$ cat src/rtl/stats_vector_serializer.sv
// Statistics vector serializer: captures each channel's vector on its valid edge and streams
// {2'b01, channel id, vector} frames MSB first on a single wire, served round-robin.
module stats_vector_serializer #(
   parameter int NUM_CH = 2,
   parameter int VEC_W  = 32
) (
   input  logic                    coreclk,
   input  logic                    reset,
   input  logic [NUM_CH*VEC_W-1:0] stats_vector,
   input  logic [NUM_CH-1:0]       stats_valid,
   output logic                    serial_out,
   output logic                    busy,
   output logic [NUM_CH-1:0]       drop_pulse,
   output logic [15:0]             drop_count
);

   localparam int CH_ID_W = (NUM_CH > 1) ? $clog2(NUM_CH) : 0;
   localparam int L       = 2 + CH_ID_W + VEC_W;
   localparam int PTR_W   = (NUM_CH > 1) ? $clog2(NUM_CH) : 1;
   localparam int CNT_W   = $clog2(L);

   typedef enum logic [0:0] {IDLE, SHIFT} state_t;

   state_t             state_q;
   logic [NUM_CH-1:0]  valid_q;
   logic [NUM_CH-1:0]  pending_q;
   logic [NUM_CH-1:0]  pending_d;
   logic [NUM_CH-1:0]  capture;
   logic [NUM_CH-1:0]  drop_d;
   logic [NUM_CH-1:0]  drop_pulse_q;
   logic [NUM_CH-1:0]  events;
   logic [NUM_CH-1:0]  load_sel;
   logic [VEC_W-1:0]   hold_q [NUM_CH];
   logic [PTR_W-1:0]   rr_q;
   logic [PTR_W-1:0]   grant;
   logic               grant_found;
   logic               load;
   logic [VEC_W-1:0]   grant_vec;
   logic [L-1:0]       frame;
   logic [L-1:0]       shift_q;
   logic [CNT_W-1:0]   cnt_q;
   logic               serial_q;
   logic               busy_q;
   logic [15:0]        drop_count_q;
   logic [15:0]        drop_count_d;
   logic [4:0]         drop_num;
   logic [16:0]        drop_sum;

   assign events = stats_valid & ~valid_q;
   assign load   = (state_q == IDLE) && grant_found;

   // Round-robin search starts at the channel after the one served last.
   always_comb begin
      grant_found = 1'b0;
      grant       = '0;
      for (int k = 1; k <= NUM_CH; k++) begin
         for (int c = 0; c < NUM_CH; c++) begin
            if (!grant_found && pending_q[c] && (((int'(rr_q) + k) % NUM_CH) == c)) begin
               grant_found = 1'b1;
               grant       = PTR_W'(c);
            end
         end
      end
   end

   always_comb begin
      grant_vec = '0;
      load_sel  = '0;
      for (int c = 0; c < NUM_CH; c++) begin
         if (int'(grant) == c) begin
            grant_vec   = hold_q[c];
            load_sel[c] = load;
         end
      end
   end

   assign frame = (L'(2'b01) << (CH_ID_W + VEC_W)) | (L'(grant) << VEC_W) | L'(grant_vec);

   // A channel being moved into the shifter this cycle frees its buffer, so a new edge is kept.
   always_comb begin
      pending_d = pending_q;
      capture   = '0;
      drop_d    = '0;
      for (int c = 0; c < NUM_CH; c++) begin
         if (load_sel[c]) begin
            pending_d[c] = 1'b0;
         end
         if (events[c]) begin
            if (!pending_q[c] || load_sel[c]) begin
               capture[c]   = 1'b1;
               pending_d[c] = 1'b1;
            end else begin
               drop_d[c] = 1'b1;
            end
         end
      end
   end

   always_comb begin
      drop_num = '0;
      for (int c = 0; c < NUM_CH; c++) begin
         drop_num = drop_num + 5'(drop_d[c]);
      end
      drop_sum     = {1'b0, drop_count_q} + 17'(drop_num);
      drop_count_d = drop_sum[16] ? 16'hFFFF : drop_sum[15:0];
   end

   always_ff @(posedge coreclk) begin
      if (reset) begin
         valid_q      <= '0;
         pending_q    <= '0;
         drop_pulse_q <= '0;
         drop_count_q <= '0;
      end else begin
         valid_q      <= stats_valid;
         pending_q    <= pending_d;
         drop_pulse_q <= drop_d;
         drop_count_q <= drop_count_d;
      end
   end

   always_ff @(posedge coreclk) begin
      for (int c = 0; c < NUM_CH; c++) begin
         if (capture[c]) begin
            hold_q[c] <= stats_vector[c*VEC_W +: VEC_W];
         end
      end
   end

   // The marker bit goes out in the first busy cycle, so the shifter is loaded pre-shifted.
   always_ff @(posedge coreclk) begin
      if (reset) begin
         state_q  <= IDLE;
         rr_q     <= PTR_W'(NUM_CH - 1);
         shift_q  <= '0;
         cnt_q    <= '0;
         serial_q <= 1'b0;
         busy_q   <= 1'b0;
      end else begin
         case (state_q)
            IDLE: begin
               serial_q <= 1'b0;
               busy_q   <= 1'b0;
               if (load) begin
                  shift_q  <= frame << 1;
                  serial_q <= frame[L-1];
                  busy_q   <= 1'b1;
                  cnt_q    <= CNT_W'(L - 1);
                  rr_q     <= grant;
                  state_q  <= SHIFT;
               end
            end
            SHIFT: begin
               if (cnt_q == '0) begin
                  serial_q <= 1'b0;
                  busy_q   <= 1'b0;
                  state_q  <= IDLE;
               end else begin
                  serial_q <= shift_q[L-1];
                  shift_q  <= shift_q << 1;
                  cnt_q    <= cnt_q - 1'b1;
               end
            end
            default: state_q <= IDLE;
         endcase
      end
   end

   assign serial_out = serial_q;
   assign busy       = busy_q;
   assign drop_pulse = drop_pulse_q;
   assign drop_count = drop_count_q;

endmodule

$ cat config.mk
export PLATFORM = sky130hd
export DESIGN_NAME = stats_vector_serializer
export DESIGN_NICKNAME = d
export VERILOG_FILES = /design/src/rtl/stats_vector_serializer.sv
export SDC_FILE = /design/constraint.sdc
export NUM_CORES = 1
export LEC_CHECK = 0
export CORE_MARGIN = 2
export CORE_UTILIZATION = 50
export DETAILED_ROUTE_END_ITERATION = 6
export DONT_BUFFER_PORTS = 1
export SYNTH_ARGS = -nofsm -noshare
export SYNTH_HDL_FRONTEND = slang
export SYNTH_SLANG_ARGS = --single-unit
$ cat constraint.sdc
create_clock -name coreclk -period 3.8 [get_ports coreclk]
set_input_delay 0.76 -clock coreclk [delete_from_list [all_inputs] [get_ports coreclk]]
set_output_delay 0.76 -clock coreclk [all_outputs]
set_load 0.05 [all_outputs]
==> reports/qor.yml <==
run_status:
  outcome: "complete, no violations"
clock_network:
  cts_buffers: 17
  clk-insertion-delay-late_ps: 530
  cts_setup_buffers: 0
  cts_buffer_depth: 2
  ctsHoldBuffers: 0
  path_clk_slew_ps: 60
  htree_levels: 4
  cts.sink_count: 130
  cts_root_buf: "clkbuf_8"
  cts_tree: "built"
setup_path:
  cp_max_fo: 12
  crit_arrival_ps: 3940
  critPathLaunch: "pending_q[1]$_SDFF_PP0_"
  required_ps: 4260
  ff2ff_path_depth: 10
  cp_slowest_stage_delay_ps: 690
  criticalPathCategory: "reg2reg"
  reg2reg_to: "drop_count[3]$_SDFF_PP0_"
  crit_path_cell_trace: "a21boi_1 -> nor2_2 -> or3b_2 -> fa_1 -> inv_1 -> ha_1 -> nand4_1 -> or4_4 -> o21a_1 -> nor2_1"
  r2r-start: "pending_q[1]$_SDFF_PP0_"
  critPathCapture: "drop_count[3]$_SDFF_PP0_"
  start_kind: "flip-flop"
  cp_slowest_cell: "or4_4"
  endpoint_kind: "flip-flop"
  reg2reg_slack_ps: 320
synthesis:
  synth_top_area_share_pct: 38.1
  syn-cell-area_sq_um: 5050
  ys.flop_type: "dfxtp_1"
  synth_edf_count: 64
  async_flop_share_pct: 0
  synth.top_cells.by_area: "edfxtp_1 (38%), dfxtp_1 (26%), a211oi_2 (7.7%), a222oi_1 (6.1%), nor2_1 (3.8%)"
  ys_seq_area_share_pct: 64.3
  ys_warn_count: 0
  syn_nets: 457
  yosysUniqueCellTypes: 45
  ys_ff_latch: 130
  yosys.area.top_type: "edfxtp_1"
  synthCells: 385
  avgSynthCellArea_sq_um: 13.1
drt:
  wire_per_inst_um: 19.0
  vias: 3109
  ant_nets: 0
  drt_iter0_drc: 231
  wl_um: 10000
  drc: 0
  dr.pass1.iters: 7
  via_per_inst: 5.90
global_route:
  overflow: 0
  grt_pass1_vias: 3111
  grt_max_degree: 65
  gr-usage-all-layers_pct: 19.5
  antenna_found_initial: 1
  grt_first_pass_wirelength_um: 16200
timing:
  tightest_slew_ps: 1130
  holdWs_ps: 288
  setup_viol: 0
  hold_viol_final: 0
  fmax_mhz: 287
  rsz0062_at_grt: "no"
  slew_violations: 0
  period_minus_slack_ps: 3480
  slew-limit-headroom_pct: 24.8
  fin_skew_ps: 8.46
  setup_tns_ps: 0
  post-route-period-util_pct: 91.6
floorplan:
  core_sq_um: 9770
  die_h_um: 104
  io_pins: 88
  rows: 36
  die-area_sq_um: 10900
  die_w_um: 104
  start_util_pct: 51.6
pwr:
  leakagePower_nw: 1.97
  p_per_area_nw_per_um2: 664
  pwr-share-seq_pct: 45.4
  power_frac_clock_pct: 41.2
  p_comb_share_pct: 13.4
  finalPower_mw: 3.80
  ir_worst_vdd_v: 0.000421
  cell_internal_pwr_mw: 2.82
  swShare_pct: 25.7
  p_sw_uw: 977
finish:
  area_growth_pct: 13.3
  fin_area_sq_um: 5720
  drive_above_1_share_pct: 19.0
  n_antenna_cell: 0
  final_nets: 453
  fin_util_pct: 58.5
placed_design:
  port_buffers: 0
  dp_hpwl_um: 5960
  gp_congestion: 0.819
  dpl_cell_area_sq_um: 5130
min_path:
  hold_path_class: "in2reg"
job:
  max_cap_viol_count: 0
==> per-layer routing <==
layer	track usage, %	share of wire [%]
met2	29.9	48
met5	0	0
met4	10.1	1.9
met1	23.4	44
met3	8.02	6.2
==> final cells by class <==
| class | instances | area [sq um] |
|---|---|---|
| clock buffers | 25 | 515 |
| clock inverters | 7 | 71.3 |
| fillers | 800 | 4060 |
| inverters | 6 | 22.5 |
| multi-input cells | 221 | 1660 |
| flip-flops and latches | 130 | 3240 |
| well taps | 133 | 166 |
| repair buffers | 5 | 37.5 |
==> critical path, delay by kind of cell, from the launching register on <==
kind | cells | cell delay [ps]
and+or+nand+nor | 5 | 1610
adders and majority gates | 2 | 670
AOI/OAI and AO/OA | 2 | 560
DFF | 1 | 480
buffers and inverters | 1 | 90
==> synthesized netlist by cell type (2+ instances only) <==
| master | n |
|---|---|
| a211oi_1 | 3 |
| a211oi_2 | 31 |
| a21oi_1 | 18 |
| a222oi_1 | 31 |
| and4_1 | 2 |
| buf_2 | 7 |
| buf_6 | 5 |
| clkbuf_1 | 15 |
| dfxtp_1 | 66 |
| edfxtp_1 | 64 |
| ha_1 | 3 |
| inv_1 | 6 |
| mux2i_1 | 5 |
| nand2_1 | 12 |
| nand2b_1 | 7 |
| nand3_1 | 5 |
| nand4_1 | 5 |
| nor2_1 | 51 |
| nor2b_1 | 4 |
| nor3_1 | 5 |
| nor4_1 | 2 |
| nor4b_1 | 2 |
| o211ai_1 | 2 |
| o21a_1 | 2 |
| o21ai_0 | 2 |
| or3b_2 | 2 |
| xnor2_1 | 3 |
| xor2_1 | 8 |
==> how the worst min path moves through the flow <==
stage	slack [ps]	cells past startpoint	from	to
2_1_floorplan	450	2	rr_q$_SDFFE_PP1P_	rr_q$_SDFFE_PP1P_
3_3_place_gp	460	2	rr_q$_SDFFE_PP1P_	rr_q$_SDFFE_PP1P_
3_5_place_dp	480	2	rr_q$_SDFFE_PP1P_	rr_q$_SDFFE_PP1P_
4_1_cts	270	1	reset	shift_q[22]$_SDFFE_PP0P_
5_1_grt	260	1	reset	shift_q[22]$_SDFFE_PP0P_
6_report	290	1	reset	shift_q[23]$_SDFFE_PP0P_
==> repair_timing <==
item                                   CTS  global route
gates resized for setup                  0             1
setup endpoints to repair                0             2
endpoints found under the hold margin    0             0
==> flip-flops by register name (all words and copies together), names as in the netlist, 2 cells and up <==
register / count
pending_q: 2
shift_q: 34
hold_q: 64
cnt_q: 6
drop_count: 16
drop_pulse: 2
valid_q: 2
==> logic make-up (layout without fill, tap and decap cells) <==
| group | Yosys count | in the layout | synth area share (%) |
|---|---|---|---|
| multiplexers | 5 | 5 | 0.992 |
| AND/OR/NAND/NOR | 105 | 105 | 10.2 |
| AO/OA/AOI/OAI | 96 | 96 | 18.0 |
| XOR/XNOR | 11 | 11 | 1.91 |
| buffers and inverters | 34 | 43 | 3.47 |
| adder cells (fa/ha/maj) | 4 | 4 | 1.14 |
| flip-flops | 130 | 130 | 64.3 |
==> cells in the final DEF, fill, tap and decap left out, drive strengths merged, types with 2 or more instances in the layout <==
cell type | Yosys | routed
a211oi | 34 | 34
a21oi | 18 | 18
a222oi | 31 | 31
and4 | 2 | 2
buf | 12 | 5
clkbuf | 16 | 25
clkinv | 0 | 4
dfxtp | 66 | 66
edfxtp | 64 | 64
ha | 3 | 3
inv | 6 | 7
mux2i | 5 | 5
nand2 | 12 | 12
nand2b | 7 | 7
nand3 | 5 | 5
nand4 | 5 | 5
nor2 | 51 | 51
nor2b | 4 | 4
nor3 | 5 | 5
nor4 | 2 | 2
nor4b | 2 | 2
o211ai | 2 | 2
o21a | 2 | 2
o21ai | 2 | 2
or3b | 2 | 2
xnor2 | 3 | 3
xor2 | 8 | 8
==> power groups by stage <==
stage | Sequential [mW] | Combinational, mW | Clock (mW)
4_1_cts | 1.72 | 0.521 | 1.60
3_5_place_dp | 1.75 | 0.516 | 0
2_1_floorplan | 1.73 | 0.462 | 0
5_1_grt | 1.74 | 0.573 | 1.66
6_report | 1.72 | 0.511 | 1.56
3_3_place_gp | 1.75 | 0.500 | 0
==> per-stage QoR <==
stage | instances | setup slack, ps
after floorplan | 385 | 672
after global placement | 495 | 347
after detailed placement | 495 | 214
after CTS | 527 | 170
after global routing | 527 | 153
final | 527 | 319
(Power assumes the default switching activity.)
